## src/rtl/instruction_fetch_pkg.sv

```systemverilog
// Shared constants and types for the instruction fetch stage.
//   IF_IW / IF_AW : instruction and address widths
//   IF_HALT_OP    : opcode that stops fetching when halt detection is built in
//   if_state_e    : fetch FSM state encoding
package instruction_fetch_pkg;

  localparam int unsigned IF_IW = 16;
  localparam int unsigned IF_AW = 16;
  localparam logic [IF_IW-1:0] IF_HALT_OP = 16'hFFFF;

  typedef enum logic {
    IF_RUN  = 1'b0,
    IF_HALT = 1'b1
  } if_state_e;

endpackage

```

## src/rtl/instruction_fetch_fetch_queue.sv

```systemverilog
// fetch_queue: two-entry in-order FIFO of {instruction, address}.
// Ports:
//   clk, rst                     clock, synchronous active-high reset
//   flush                        empties the queue; wins over push/pop
//   push, push_instr, push_pc    enqueue at the tail (caller keeps count < 2 unless popping)
//   pop                          dequeue the head (caller keeps count > 0)
//   count                        occupancy 0..2
//   head_instr, head_pc          head entry, zero when empty
module fetch_queue
  import instruction_fetch_pkg::*;
(
  input  logic             clk,
  input  logic             rst,
  input  logic             flush,
  input  logic             push,
  input  logic             pop,
  input  logic [IF_IW-1:0] push_instr,
  input  logic [IF_AW-1:0] push_pc,
  output logic [1:0]       count,
  output logic [IF_IW-1:0] head_instr,
  output logic [IF_AW-1:0] head_pc
);

  // Slot 0 is always the head; popping shifts slot 1 down.
  logic [IF_IW-1:0] instr_q [2];
  logic [IF_AW-1:0] pc_q    [2];

  always_ff @(posedge clk) begin
    if (rst || flush) begin
      count <= '0;
    end else begin
      unique case ({push, pop})
        2'b10: begin
          if (count == 2'd0) begin
            instr_q[0] <= push_instr;
            pc_q[0]    <= push_pc;
          end else begin
            instr_q[1] <= push_instr;
            pc_q[1]    <= push_pc;
          end
          count <= count + 2'd1;
        end
        2'b01: begin
          instr_q[0] <= instr_q[1];
          pc_q[0]    <= pc_q[1];
          count      <= count - 2'd1;
        end
        2'b11: begin
          // Simultaneous push/pop: count holds, new word lands behind the survivor.
          if (count == 2'd1) begin
            instr_q[0] <= push_instr;
            pc_q[0]    <= push_pc;
          end else begin
            instr_q[0] <= instr_q[1];
            pc_q[0]    <= pc_q[1];
            instr_q[1] <= push_instr;
            pc_q[1]    <= push_pc;
          end
        end
        default: ;
      endcase
    end
  end

  assign head_instr = (count == 2'd0) ? '0 : instr_q[0];
  assign head_pc    = (count == 2'd0) ? '0 : pc_q[0];

endmodule

```

## src/rtl/instruction_fetch.sv

```systemverilog
// instruction_fetch: PC sequencer feeding a two-entry queue toward decode.
// Parameter: RESET_PC - first fetch address after reset.
// Ports:
//   clk, rst                          clock, synchronous active-high reset
//   A_InstrAddress, C_IMRead          instruction memory address / read strobe
//   D_Instruction                     combinational memory read data
//   C_Redirect, A_RedirectTarget      redirect request and target from execute
//   C_FetchValid, C_DecodeReady       head handshake toward decode
//   D_FetchedInstr, A_FetchedPC       queue head instruction and its address
//   C_Halted                          only with IF_HALT_DETECT_EN: fetch stopped on halt opcode
// Build option: define IF_HALT_DETECT_EN to stop fetching after queuing 16'hFFFF.
module instruction_fetch
  import instruction_fetch_pkg::*;
#(
  parameter logic [15:0] RESET_PC = 16'h0000
) (
  input  logic        clk,
  input  logic        rst,
  output logic [15:0] A_InstrAddress,
  output logic        C_IMRead,
  input  logic [15:0] D_Instruction,
  input  logic        C_Redirect,
  input  logic [15:0] A_RedirectTarget,
  output logic        C_FetchValid,
  input  logic        C_DecodeReady,
  output logic [15:0] D_FetchedInstr,
  output logic [15:0] A_FetchedPC
`ifdef IF_HALT_DETECT_EN
  ,
  output logic        C_Halted
`endif
);

  logic [IF_AW-1:0] pc;
  if_state_e        state;
  logic [1:0]       count;
  logic [IF_IW-1:0] head_instr;
  logic [IF_AW-1:0] head_pc;
  logic             push;
  logic             pop;

  assign C_FetchValid   = ~rst & ~C_Redirect & (count != 2'd0);
  assign pop            = C_FetchValid & C_DecodeReady;
  assign push           = ~rst & (state == IF_RUN) & ~C_Redirect & ((count < 2'd2) | pop);
  assign C_IMRead       = push;
  assign A_InstrAddress = pc;

  // Queue state only clears on the reset edge, so mask the head while rst is high.
  assign D_FetchedInstr = rst ? '0 : head_instr;
  assign A_FetchedPC    = rst ? '0 : head_pc;

  fetch_queue u_queue (
    .clk        (clk),
    .rst        (rst),
    .flush      (C_Redirect),
    .push       (push),
    .pop        (pop),
    .push_instr (D_Instruction),
    .push_pc    (pc),
    .count      (count),
    .head_instr (head_instr),
    .head_pc    (head_pc)
  );

  always_ff @(posedge clk) begin
    if (rst) begin
      pc    <= RESET_PC;
      state <= IF_RUN;
    end else if (C_Redirect) begin
      pc    <= A_RedirectTarget;
      state <= IF_RUN;
    end else if (push) begin
      pc <= pc + 16'd1;
`ifdef IF_HALT_DETECT_EN
      if (D_Instruction == IF_HALT_OP) state <= IF_HALT;
`endif
    end
  end

`ifdef IF_HALT_DETECT_EN
  assign C_Halted = (state == IF_HALT);
`endif

endmodule

```

## config.mk

```make
export PLATFORM = sky130hd
export DESIGN_NAME = instruction_fetch
export DESIGN_NICKNAME = d
export VERILOG_FILES = /design/src/rtl/instruction_fetch_pkg.sv /design/src/rtl/instruction_fetch_fetch_queue.sv /design/src/rtl/instruction_fetch.sv
export SDC_FILE = /design/constraint.sdc
export NUM_CORES = 1
export LEC_CHECK = 0
export ABC_AREA = 1
export CORE_ASPECT_RATIO = 2
export CORE_UTILIZATION = 30
export DETAILED_ROUTE_END_ITERATION = 8
export HOLD_SLACK_MARGIN = 0.12
export PLACE_DENSITY_LB_ADDON = 0.2
export SETUP_SLACK_MARGIN = 0.3
export SYNTH_ARGS = -nofsm -noshare
export SYNTH_HDL_FRONTEND = slang
export SYNTH_SLANG_ARGS = --single-unit
```

## constraint.sdc

```tcl
create_clock -name clk -period 3.9 [get_ports clk]
set_clock_uncertainty 0.2 [all_clocks]
set_input_delay 0.78 -clock clk [delete_from_list [all_inputs] [get_ports clk]]
set_output_delay 0.78 -clock clk [all_outputs]
set_load 0.05 [all_outputs]
```

; Word-level counts from Yosys, hierarchy flattened
; Memories as Yosys holds them, arrays and structs flattened.
; Cells that the tools add are included.
[word_totals]
ff_bits = 18
latchBits = 0
ramBits = 64
rom_bits = 0
input_bits = 36
n_memories = 2
[op_classes]
n_addsub = 3
mul = 0
div_mod_pow = 0
magnitude_cmp = 1
n_eq_ne = 4
shifts = 0
n_mux = 34
n_bitwise = 15
reduce_logical = 5
[mem_list]
columns = memory, depth, word_bits, read_ports, rd_clocked_by_memory_dff, write_ports, line
row1 = u_queue.instr_q, 2, 16, 2, 0, 2, instruction_fetch_fetch_queue.sv:25  ; logic [IF_IW-1:0] instr_q [2];
row2 = u_queue.pc_q, 2, 16, 2, 0, 2, instruction_fetch_fetch_queue.sv:26  ; logic [IF_AW-1:0] pc_q [2];
[ops]
columns = op, n
row1 = two-way mux 16 bit, 14
row2 = two-way mux 1 bit, 19
row3 = "adder 16 x 1 -> 16 bit, second input constant", 1
row4 = bitwise OR 1 bit, 9
row5 = nonzero test 2 bit, 3
row6 = AND 1 bit, 4
row7 = "equality test 2 x 1 -> 1 bit, second input constant", 2
row8 = "equality test 2 bit, second input constant", 2
row9 = one-hot mux 2 bit (2 select lines), 1
row10 = "adder 2 x 1 -> 2 bit, second input constant", 1
row11 = zero test 2 bit, 1
row12 = "less-than comparator 2 bit, second input constant", 1
row13 = inverter 1 bit, 2
row14 = "subtractor 2 x 1 -> 2 bit, second input constant", 1
row15 = logical OR 1 bit, 1

; Depth between registers and ports, before layout
; Gate-level depths: netlist (run 1).
[logic_depth]
ltp_word = 13
depth_mapped = 12

; Modules after synthesis
; A second synthesis (run 1) with hierarchy kept.
[unflattened]
cells_unflattened = 531
area_unflattened_um2 = 4372.9
[by_module_without_submodules]
columns = module, instances, cells_each, area_per_inst_um2, seq_area_each_um2
row1 = fetch_queue, 1, 277, 3014.1, 1961.9
row2 = instruction_fetch, 1, 254, 1358.8, 320.3

; Least setup slack after synthesis (run 1)
; No wires, ideal clock.
[synth_timing]
path_kind = in2reg
from = in rst
to = mem u_queue.instr_q[1][0] (netlist: u_queue.instr_q[0][16]), enable pin
setup_time_ns = 0.432
arrival_ns = 3.611
required_ns = 3.268
path_slack_ns = -0.343
stages = 6
path_cell_list = buf_4 > nor2_8 > inv_1 > nor2_1 > o21ai_0 > a21oi_1
[synth_lines]
columns = item, line
row1 = from (decl), instruction_fetch.sv:18  ; input logic rst,
row2 = to (decl), instruction_fetch_fetch_queue.sv:25

; Worst setup path in the final report (run 1)
[layout_timing]
from = reg u_queue.count[0]
to = out A_FetchedPC[1]
[layout_between]
elab_chain_len = 3
[layout_lines]
columns = item, line
row1 = from (decl), instruction_fetch_fetch_queue.sv:19  ; output logic [1:0] count,
row2 = from (signal assigned), instruction_fetch_fetch_queue.sv:41  ; count <= count + 2'd1;
row3 = from (signal assigned), instruction_fetch_fetch_queue.sv:46  ; count <= count - 2'd1;
row4 = zero test 2 bit, instruction_fetch_fetch_queue.sv:66  ; assign head_pc = (count == 2'd0) ? '0 : pc_q[0];
row5 = two-way mux 16 bit, instruction_fetch_fetch_queue.sv:66
row6 = two-way mux 16 bit, instruction_fetch.sv:50  ; assign A_FetchedPC = rst ? '0 : head_pc;
row7 = to (decl), instruction_fetch.sv:27  ; output logic [15:0] A_FetchedPC
; No other way between the ends.

==> summary.md, run 1 <==
| Metric | Value |
|---|---|
| Worst Setup Start Kind | `flip-flop` |
| Core box area | `13000 um2` |
| Die height | `166 um` |
| CTS Root Cell | `clkbuf_16` |
| Post-synth ARST share | `0%` |
| DR vias/cell | `4.55` |
| Antenna cells | `0` |
| Worst-margin pin slew | `1.01 ns` |
| Latest clock arrival within the worst-skew pair | `0.34 ns` |
| Row cnt | `59` |
| Fin util | `40.6%` |
| Final antenna-violating net count | `0` |
| FMAX | `290 MHz` |
| Share of cells above drive strength 1 | `16.2%` |
| Yosys Warn Count | `0` |
| Setup repair bufs after CTS | `0` |
| Status | `finished clean` |
| Hold Crit Class | `reg2reg` |
| Syn Nets | `439` |
| Detail Placement HPWL | `6590 um` |
| Leading cell type in the layout, fill and taps excluded | `nand2_1` |
| GP Congestion | `0.790` |
| Die width | `83.8 um` |
| Critical Path RT | `2.92 ns` |
| Library cells used by synthesis | `33` |
| Synth top area cells | `edfxtp_1 48%, dfxtp_1 9.0%, nand2_1 8.4%, mux2_4 6.4%, nor2_1 6.4%` |
| Most frequent cells in the layout | `90 x nand2_1, 76 x clkdlybuf4s50_1, 68 x nor2_1` |
| Clk sink count | `82` |
| # nets final | `526` |
| Hold Path Depth | `2` |
| Ys flop type | `edfxtp_1` |
| Post-CTS Resized | `0` |
| Dpl ws | `0.437 ns` |
| Worst setup EP type | `output pin` |
| Area delta synth->final | `31.3%` |
| Total number of vias | `2916` |
| Mean post-synth cell area | `10.1 um2` |
| First-pass GRT wire length | `14500 um` |
| Clock buffer depth | `2` |
| Final setup fails | `0` |
| Hold Crit Start | `A_InstrAddress[15]$_SDFFE_PP0P_` |
| Drt wl/cell | `14.2 um` |
| Pre-antenna DRT Iters | `6` |
| Total of max-cap violations | `0` |
| Worst R2R Setup Slack | `1.13 ns` |
| Clock transition at path regs | `0.06 ns` |
| Fin crit share | `88.4%` |
| Die ar. | `13900 um2` |
| Residual DRC count | `0` |
| Cts bufs inserted | `9` |
| R2R cell count | `8` |
| Initial Util | `30.9%` |
| Antenna violations before repair | `0` |
| Fill count | `1297` |
| Final count of pins violating max slew | `0` |
| Post-synthesis sequential area ratio | `56.9%` |
| TNS Setup | `0 ns` |
| Cts hold-fix bufs | `0` |
| Crit Path Max Fanout | `32` |
| DRT iter0 DRCs | `114` |
| H-tree Lvls | `3` |
| Cell taking the most area after synthesis | `edfxtp_1` |
| #FFs+latches synth | `82` |
| CP Class | `reg2out` |
| Hold EP | `A_InstrAddress[15]$_SDFFE_PP0P_` |
| Leak | `2.03 nW` |
| Rel. slew slack | `32.8%` |
| Final hold violations | `0` |
| Total GRT Usage | `13.7%` |
| WP data arrival | `2.47 ns` |
| Number of enable flip-flop cells after synthesis | `64` |
| Worst r2r src | `u_queue.count[0]$_SDFFE_PN0P_` |
| Tmin final | `3.45 ns` |
| Crit Reg-Reg Endpoint | `u_queue.instr_q[0][26]$_DFFE_PP_` |
| Drt total wl | `9100 um` |
| Hold slack | `0.330 ns` |
| Final WS setup | `0.453 ns` |
| Peak VDD IR | `0.228 mV` |
| Synthesized area | `4010 um2` |
| Mapped Cells | `397` |
| Unrepaired setup endpoints after global routing | `no` |
| Pwr/cell area | `395 nW/um2` |
| Global route overflow | `0` |
| Area share of the largest cell type after synthesis | `47.9%` |
| IO Pins | `86` |
| Largest net degree at the start of global routing | `35` |
| # port buffers | `85` |
| CTS tree | `done` |
| Number of global-route vias before repair | `2901` |
state kept, by name (all words and copies together), names as in the netlist:
signal           flops
u_queue.instr_q     32
A_InstrAddress      16
u_queue.count        2
u_queue.pc_q        32
critical path, cell delays in order, from the launching register on:
cell             delay (ns)
dfxtp_1                0.37
inv_1                  0.07
ha_1                   0.25
inv_1                  0.07
buf_4                  0.31
nand2_1                0.14
nor2_1                 0.11
clkdlybuf4s50_1        0.81
cell families after synthesis:
family / Yosys count / share of synthesized area, %
AOI/OAI and AO/OA: 41 / 6.30
adders and majority gates: 6 / 1.87
muxes: 21 / 7.49
buffers and inverters: 50 / 5.86
DFF: 82 / 56.9
and+or+nand+nor: 193 / 20.7
xor gates and xnor gates: 4 / 0.873
where the power goes:
| part | internal (mW) | total [mW] | switching (mW) | leakage [nW] |
|---|---|---|---|---|
| logic | 0.122 | 0.308 | 0.186 | 1.17 |
| registers | 0.973 | 1.00 | 0.0273 | 0.735 |
| clock network | 0.435 | 0.773 | 0.339 | 0.127 |
layer usage:
| metal | share of wire, % | vias to the layer above | wire [um] | global-route usage [%] |
|---|---|---|---|---|
| met3 | 4.0 | 16 | 361 | 2.73 |
| met2 | 54 | 80 | 4950 | 26.1 |
| met4 | 3.3 | 0 | 301 | 8.24 |
| li1 | - | 1488 | - | - |
| met1 | 38 | 1332 | 3490 | 13.4 |
| met5 | 0 | - | 0 | 0 |
how the worst max path moves through the flow:
stage                                              from                               end  cells after the start
after floorplan                                     rst  u_queue.instr_q[0][16]$_DFFE_PP_                      6
after global placement                       C_Redirect     u_queue.pc_q[0][26]$_DFFE_PP_                      7
after detailed placement                     C_Redirect     u_queue.pc_q[0][25]$_DFFE_PP_                      7
after CTS                 u_queue.count[0]$_SDFFE_PN0P_                    A_FetchedPC[1]                      7
after global routing      u_queue.count[0]$_SDFFE_PN0P_                    A_FetchedPC[1]                      7
final                     u_queue.count[0]$_SDFFE_PN0P_                    A_FetchedPC[1]                      7
cells in the mapped netlist, types with 4 or more instances:
cell and number:
nand2_1 90, nor2_1 68, edfxtp_1 64, inv_1 30, dfxtp_1 18, mux2_4 17, nand3_1 16, a21oi_1 14
a21oi_2 10, o21ai_0 10, ha_1 6, buf_6 5, buf_1 4, mux2_2 4, nand2_2 4, nor3_1 4
xor2_1 4
final cells by class:
type	count	area, um2	share of cell area (%)
Multi-Input combinational cell	265	1510	28.6
Tap cell	152	190	3.61
Timing Repair Buffer	92	891	16.9
Clock inverter	5	37.5	0.712
Sequential cell	82	2280	43.3
Inverter	34	130	2.47
Clock buffer	11	233	4.42
metrics by stage:
step	instance area, um2	std cells	power, mW
5_1_grt	5270	641	2.16
3_3_place_gp	5000	625	1.33
3_5_place_dp	5000	625	1.33
6_report	5270	641	2.08
4_1_cts	5270	641	2.11
2_1_floorplan	4020	397	1.21
Note: power is estimated with default switching activity, not from simulation.
==> run 2: changes to the inputs <==
--- a/config.mk
+++ b/config.mk
@@ -6,7 +6,7 @@
 export NUM_CORES = 1
 export LEC_CHECK = 0
 export ABC_AREA = 1
-export CORE_ASPECT_RATIO = 2
+export CORE_ASPECT_RATIO = 1.4
 export CORE_UTILIZATION = 30
 export DETAILED_ROUTE_END_ITERATION = 8
 export HOLD_SLACK_MARGIN = 0.12
==> summary.md, run 2 (synthesis gave the netlist of run 1 again) <==
| Metric | Value |
|---|---|
| Antenna cells | `0` |
| Antenna violations before repair | `0` |
| CTS Root Cell | `clkbuf_16` |
| Fin util | `41.4%` |
| Dpl ws | `0.567 ns` |
| Most frequent cells in the layout | `90 x nand2_1, 82 x clkdlybuf4s50_1, 68 x nor2_1` |
| Hold Path Depth | `2` |
| Number of global-route vias before repair | `2969` |
| Worst setup EP type | `output pin` |
| Peak VDD IR | `0.183 mV` |
| TNS Setup | `0 ns` |
| Tmin final | `3.43 ns` |
| FMAX | `291 MHz` |
| First-pass GRT wire length | `14700 um` |
| Dpl cell area | `5070 um2` |
| Row cnt | `49` |
| Latest clock arrival within the worst-skew pair | `0.32 ns` |
| Drt total wl | `8890 um` |
| Clock buffer depth | `2` |
| Detail Placement HPWL | `6380 um` |
| # port buffers | `85` |
| Crit Path Max Fanout | `32` |
| Post-Layout Inst Area | `5350 um2` |
| Share of cells above drive strength 1 | `14.9%` |
| Initial Util | `31.0%` |
| Global route overflow | `0` |
| Final hold violations | `0` |
| Critical Path RT | `2.92 ns` |
| Final count of pins violating max slew | `0` |
| R2R cell count | `10` |
| Clock transition at path regs | `0.06 ns` |
| Die width | `99.7 um` |
| Largest net degree at the start of global routing | `36` |
| Leak | `2.03 nW` |
| IO Pins | `86` |
| Switching Share | `25.5%` |
| Worst Setup Start Kind | `flip-flop` |
| P_sw | `0.543 mW` |
| Setup repair bufs after CTS | `0` |
| Status | `finished clean` |
| Clk sink count | `82` |
| Drt wl/cell | `13.3 um` |
| Met3 usage | `2.67%` |
| Total number of vias | `2932` |
| Worst-margin pin slew | `0.722 ns` |
| Cts hold-fix bufs | `0` |
| Core box area | `12900 um2` |
| Hold slack | `0.340 ns` |
| WP data arrival | `2.45 ns` |
| Unrepaired setup endpoints after global routing | `no` |
| Hold Crit Class | `reg2reg` |
| DRT iter0 DRCs | `121` |
| # nets final | `527` |
| H-tree Lvls | `3` |
| Post-CTS Resized | `0` |
| GP Congestion | `0.805` |
| CP Class | `reg2out` |
| Fin crit share | `88.0%` |
| Global routing usage on met2 | `23.5%` |
| Gr busiest metal | `met2` |
| Total GRT Usage | `13.5%` |
| Area delta synth->final | `33.4%` |
| Residual DRC count | `0` |
| GR Util met1 | `16.1%` |
| Rel. slew slack | `51.8%` |
| Leading cell type in the layout, fill and taps excluded | `nand2_1` |
| CTS tree | `done` |
| Cts bufs inserted | `9` |
| P_int | `1.59 mW` |
| Die ar. | `13800 um2` |
| Final setup fails | `0` |
| Total of max-cap violations | `0` |
| Clk pwr share | `38.4%` |
| Pre-antenna DRT Iters | `4` |
| Final antenna-violating net count | `0` |
| Pwr/cell area | `398 nW/um2` |
| Final WS setup | `0.467 ns` |
| Combinational share of power | `14.5%` |
| Sequential power share | `47.0%` |
| Die height | `139 um` |
| DR vias/cell | `4.39` |
-- run 2: cell count changes in the layout (fill, tap and decap cells not counted) --
cell / delta
buf_12: +1
buf_4: -6
bufinv_16: +1
clkbuf_1: -1
clkdlybuf4s50_1: +6
clkinv_1: +2
inv_6: -2
-- run 2: final timing paths --
kind,startpoint,endpoint,slack (ns)
min reg2reg,u_queue.count[1]$_SDFFE_PN0P_,u_queue.count[1]$_SDFFE_PN0P_,0.34
min,u_queue.count[1]$_SDFFE_PN0P_,u_queue.count[1]$_SDFFE_PN0P_,0.34
max reg2reg,u_queue.count[0]$_SDFFE_PN0P_,u_queue.instr_q[0][26]$_DFFE_PP_,1.27
max,u_queue.count[0]$_SDFFE_PN0P_,A_FetchedPC[0],0.47
-- run 2: metrics by stage --
step                      instances  power, mW
after floorplan                 397       1.21
after global placement          652       1.33
after detailed placement        652       1.33
after CTS                       668       2.16
after global routing            668       2.22
final                           668       2.13
-- run 2: critical path, stage by stage, from the launching register on --
cell	delay, ns
dfxtp_1	0.37
inv_1	0.06
ha_1	0.25
inv_1	0.08
buf_4	0.30
nand2_1	0.10
nor2_1	0.12
clkdlybuf4s50_1	0.83
-- run 2: power groups by stage --
stage	Clock [mW]	Sequential, mW	Combinational, mW
after global placement	0	1.02	0.310
after detailed placement	0	1.02	0.313
after global routing	0.877	1.01	0.334
after floorplan	0	1.05	0.158
after CTS	0.840	1.00	0.314
final	0.819	1.00	0.310
-- run 2: cell type report --
type	count	area, um2
Fill cell	1278	7580
Tap cell	178	223
Inverter	34	130
Multi-Input combinational cell	265	1510
Clock buffer	10	229
Clock inverter	6	57.6
Timing Repair Buffer	93	926
Sequential cell	82	2280
-- run 2: metal layers --
layer	up-vias	wire, um
met5	-	0
met4	0	142
met3	8	321
met2	73	4540
met1	1355	3890
li1	1496	-
==> RTL change (config.mk and constraints of run 1) <==
Add an input register stage for `A_RedirectTarget`, with the module's reset; this delays it by one clock. The other inputs are not delayed to match.
--- a/src/rtl/instruction_fetch.sv
+++ b/src/rtl/instruction_fetch.sv
@@ -32,2 +32,12 @@
 );
+
+  logic [15:0] A_RedirectTarget_q;
+
+  always_ff @(posedge clk) begin
+    if (rst) begin
+      A_RedirectTarget_q <= '0;
+    end else begin
+      A_RedirectTarget_q <= A_RedirectTarget;
+    end
+  end
 
@@ -69,3 +79,3 @@
     end else if (C_Redirect) begin
-      pc    <= A_RedirectTarget;
+      pc    <= A_RedirectTarget_q;
       state <= IF_RUN;
Function: changed (a bounded check fails within 4 cycles, from zero or initial values and one cycle with rst high).
==> RTL change against run 1 <==
Critical endpoint is now D_FetchedInstr[4]; clock power is 14% higher; first-iteration DRC count is 3.5% lower; critical path depth stayed put; largest cell class unchanged; setup slack better by 47 ps; total power is 13% higher; wire length is 8.2% higher; synthesized area is 10% higher; sequential cell count is 16 higher; cell area is 10% higher.
==> RTL change: results (changes against run 1) <==
----------------------------------------------------
[Global route]
  Wire length of the first global-routing pass ... 15.7 mm (+8.6%)
  Number of antenna violations at the first check in global routing ... 0 (unchanged)
  Maximum number of pins on one net before global-route repair ... 36 (+2.9%)
  Overall fraction of global-route tracks in use ... 13.9% (+0.18 points)

[Synth]
  Share of async-settable or async-resettable flops after synthesis ... 0% (unchanged)
  Fraction of the mapped netlist area in adder cells ... 1.70% (-0.17 points)
  Post-synthesis xor/xnor area fraction ... 0.991% (+0.12 points)
  Compound-Gate Fraction of Synth Area ... 5.26% (-1.0 points)
  Distinct cell type count after synthesis ... 32 (-3.0%)
  Mux share of post-synthesis cell area ... 6.79% (-0.69 points)
  Register area share after synthesis ... 58.9% (+2.0 points)
  Total of warnings raised by yosys ... 0 (unchanged)
  Most instantiated flip-flop cell in the synthesis netlist ... sky130_fd_sc_hd__edfxtp_1
  Cells taking the most area after synthesis ... sky130_fd_sc_hd__edfxtp_1 43%, sky130_fd_sc_hd__dfxtp_1 15%, sky130_fd_sc_hd__nand2_1 8.3%
  Number of synthesized flops with an enable pin ... 64 (unchanged)
  Syn Nets ... 486 (+11%)
  Top post-synthesis cells by count ... 98 x sky130_fd_sc_hd__nand2_1, 82 x sky130_fd_sc_hd__nor2_1, 64 x sky130_fd_sc_hd__edfxtp_1

[Power and ir drop]
  Leakage power ... 2.28 nW (+13%)
  Worst IR Drop VDD ... 0.000226 V (-0.97%)

[Timing]
  Worst slew margin relative to its limit ... 55.6% (+23 points)
  Highest achievable clock rate ... 294 MHz (+1.4%)

[Clock tree]
  Latest clock arrival within the worst-skew pair ... 340 ps (about the same)
  Reg clk slew, reported paths ... 60 ps (about the same)
  H-tree lvl count ... 3 (unchanged)
  Buffer depth of the longest clock path ... 2 (unchanged)
  Buffer cell driving the clock tree root ... sky130_fd_sc_hd__clkbuf_16
  Number of buffers added by the clock tree synthesis step ... 9 (unchanged)
  Post-CTS Setup Bufs ... 0 (unchanged)

[Placement]
  Total half-perimeter wirelength after legalization and detailed placement ... 7.18 mm (+8.9%)
  Placed Area ... 5500 sq um (+10%)
  Buffers on Ports ... 85 (unchanged)
  Minimum setup slack after placement ... 645 ps (+208 ps)
  Routability cong. ... 0.877 (+11%)

[Final layout]
  Layout cells sized above 1 ... 15.1% (-1.1 points)
  Layout net count ... 575 (+9.3%)
  Largest registers ranked by flip-flop count ... u_queue.instr_q x32, u_queue.pc_q x32
  Total inserted antenna cells ... 0 (unchanged)

[Drt]
  Drt pass-1 iters ... 4 (-2)
  1st-iter DRT viols ... 110 (-3.5%)
  Count of nets left with antenna violations after detail routing ... 0 (unchanged)
  Routed wire length per instance ... 13.5 um (-5.0%)
  Routed via count ... 3160 (+8.4%)

[Setup path]
  Slack of the worst reg-to-reg path ... 1320 ps (+190 ps)
  Endpoint arrival time on the critical path ... 2420 ps (-50 ps)
  Maximum net fanout on the critical path ... 32 (unchanged)

[Outcome]
  Result of the run ... complete, no violations

[Worst hold path]
  Kind of path behind the tightest hold check ... reg -> reg

----------------------------------------------------
==> RTL change: area by class of cell <==
| cell class | count | area [sq um] |
|---|---|---|
| Clock inverter | 7 | 68.8 |
| Timing Repair Buffer | 95 | 941 |
| Clock buffer | 9 | 225 |
| Multi-Input combinational cell | 281 | 1530 |
| Tap cell | 192 | 240 |
| Inverter | 48 | 188 |
| Fill cell | 1433 | 8550 |
| Sequential cell | 98 | 2600 |
==> RTL change: worst paths after layout <==
kind                    startpoint                 end  cells after the start
max               u_queue.count[0]   D_FetchedInstr[4]                      7
min          A_RedirectTarget_q[0]   A_InstrAddress[0]                      2
max reg2reg       u_queue.count[0]  u_queue.pc_q[0][4]                      9
min reg2reg  A_RedirectTarget_q[0]   A_InstrAddress[0]                      2
==> RTL change: cells by family (layout without fill, tap and decap cells) <==
logic type,after synthesis,count (layout)
AND/OR/NAND/NOR,212,212
multiplexers,21,21
flip-flops,98,98
AO/OA/AOI/OAI,37,37
XOR/XNOR,5,5
adder cells (fa/ha/maj),6,6
buffers and inverters,65,159
==> RTL change: metrics by stage <==
step	power (mW)	cells	hold WS, ps	utilization [%]
6_report	2.36	730	249	40.4
2_1_floorplan	1.38	444	231	-
5_1_grt	2.45	730	276	40.4
3_5_place_dp	1.50	714	242	38.3
3_3_place_gp	1.50	714	240	38.3
4_1_cts	2.38	730	252	40.4
==> RTL change: layer usage <==
layer / up-vias / wire length (um) / global-route usage [%]
met4: 0 / 194 / 5.60
met3: 11 / 406 / 3.19
met5: - / 0 / 0
met1: 1443 / 3670 / 14.0
li1: 1621 / - / -
met2: 85 / 5570 / 26.2
==> RTL change: power breakdown <==
part	internal [mW]	switching (mW)	leakage, nW
clock	0.496	0.385	0.143
sequential	1.14	0.0279	0.863
combinational	0.122	0.182	1.28
==> RTL change: repair_timing <==
action,in CTS,in global routing
resized for setup,0,1
hold endpoints to repair,0,0
hold buffers,0,0
setup endpoints to repair,0,1
==> RTL change: worst max-delay path, stage by stage (launching register included) <==
cell                              delay (ps)
sky130_fd_sc_hd__dfxtp_1                 370
sky130_fd_sc_hd__inv_1                    60
sky130_fd_sc_hd__ha_1                    260
sky130_fd_sc_hd__inv_1                    70
sky130_fd_sc_hd__buf_4                   310
sky130_fd_sc_hd__nand2_1                  90
sky130_fd_sc_hd__nor2_1                  100
sky130_fd_sc_hd__clkdlybuf4s50_1         810
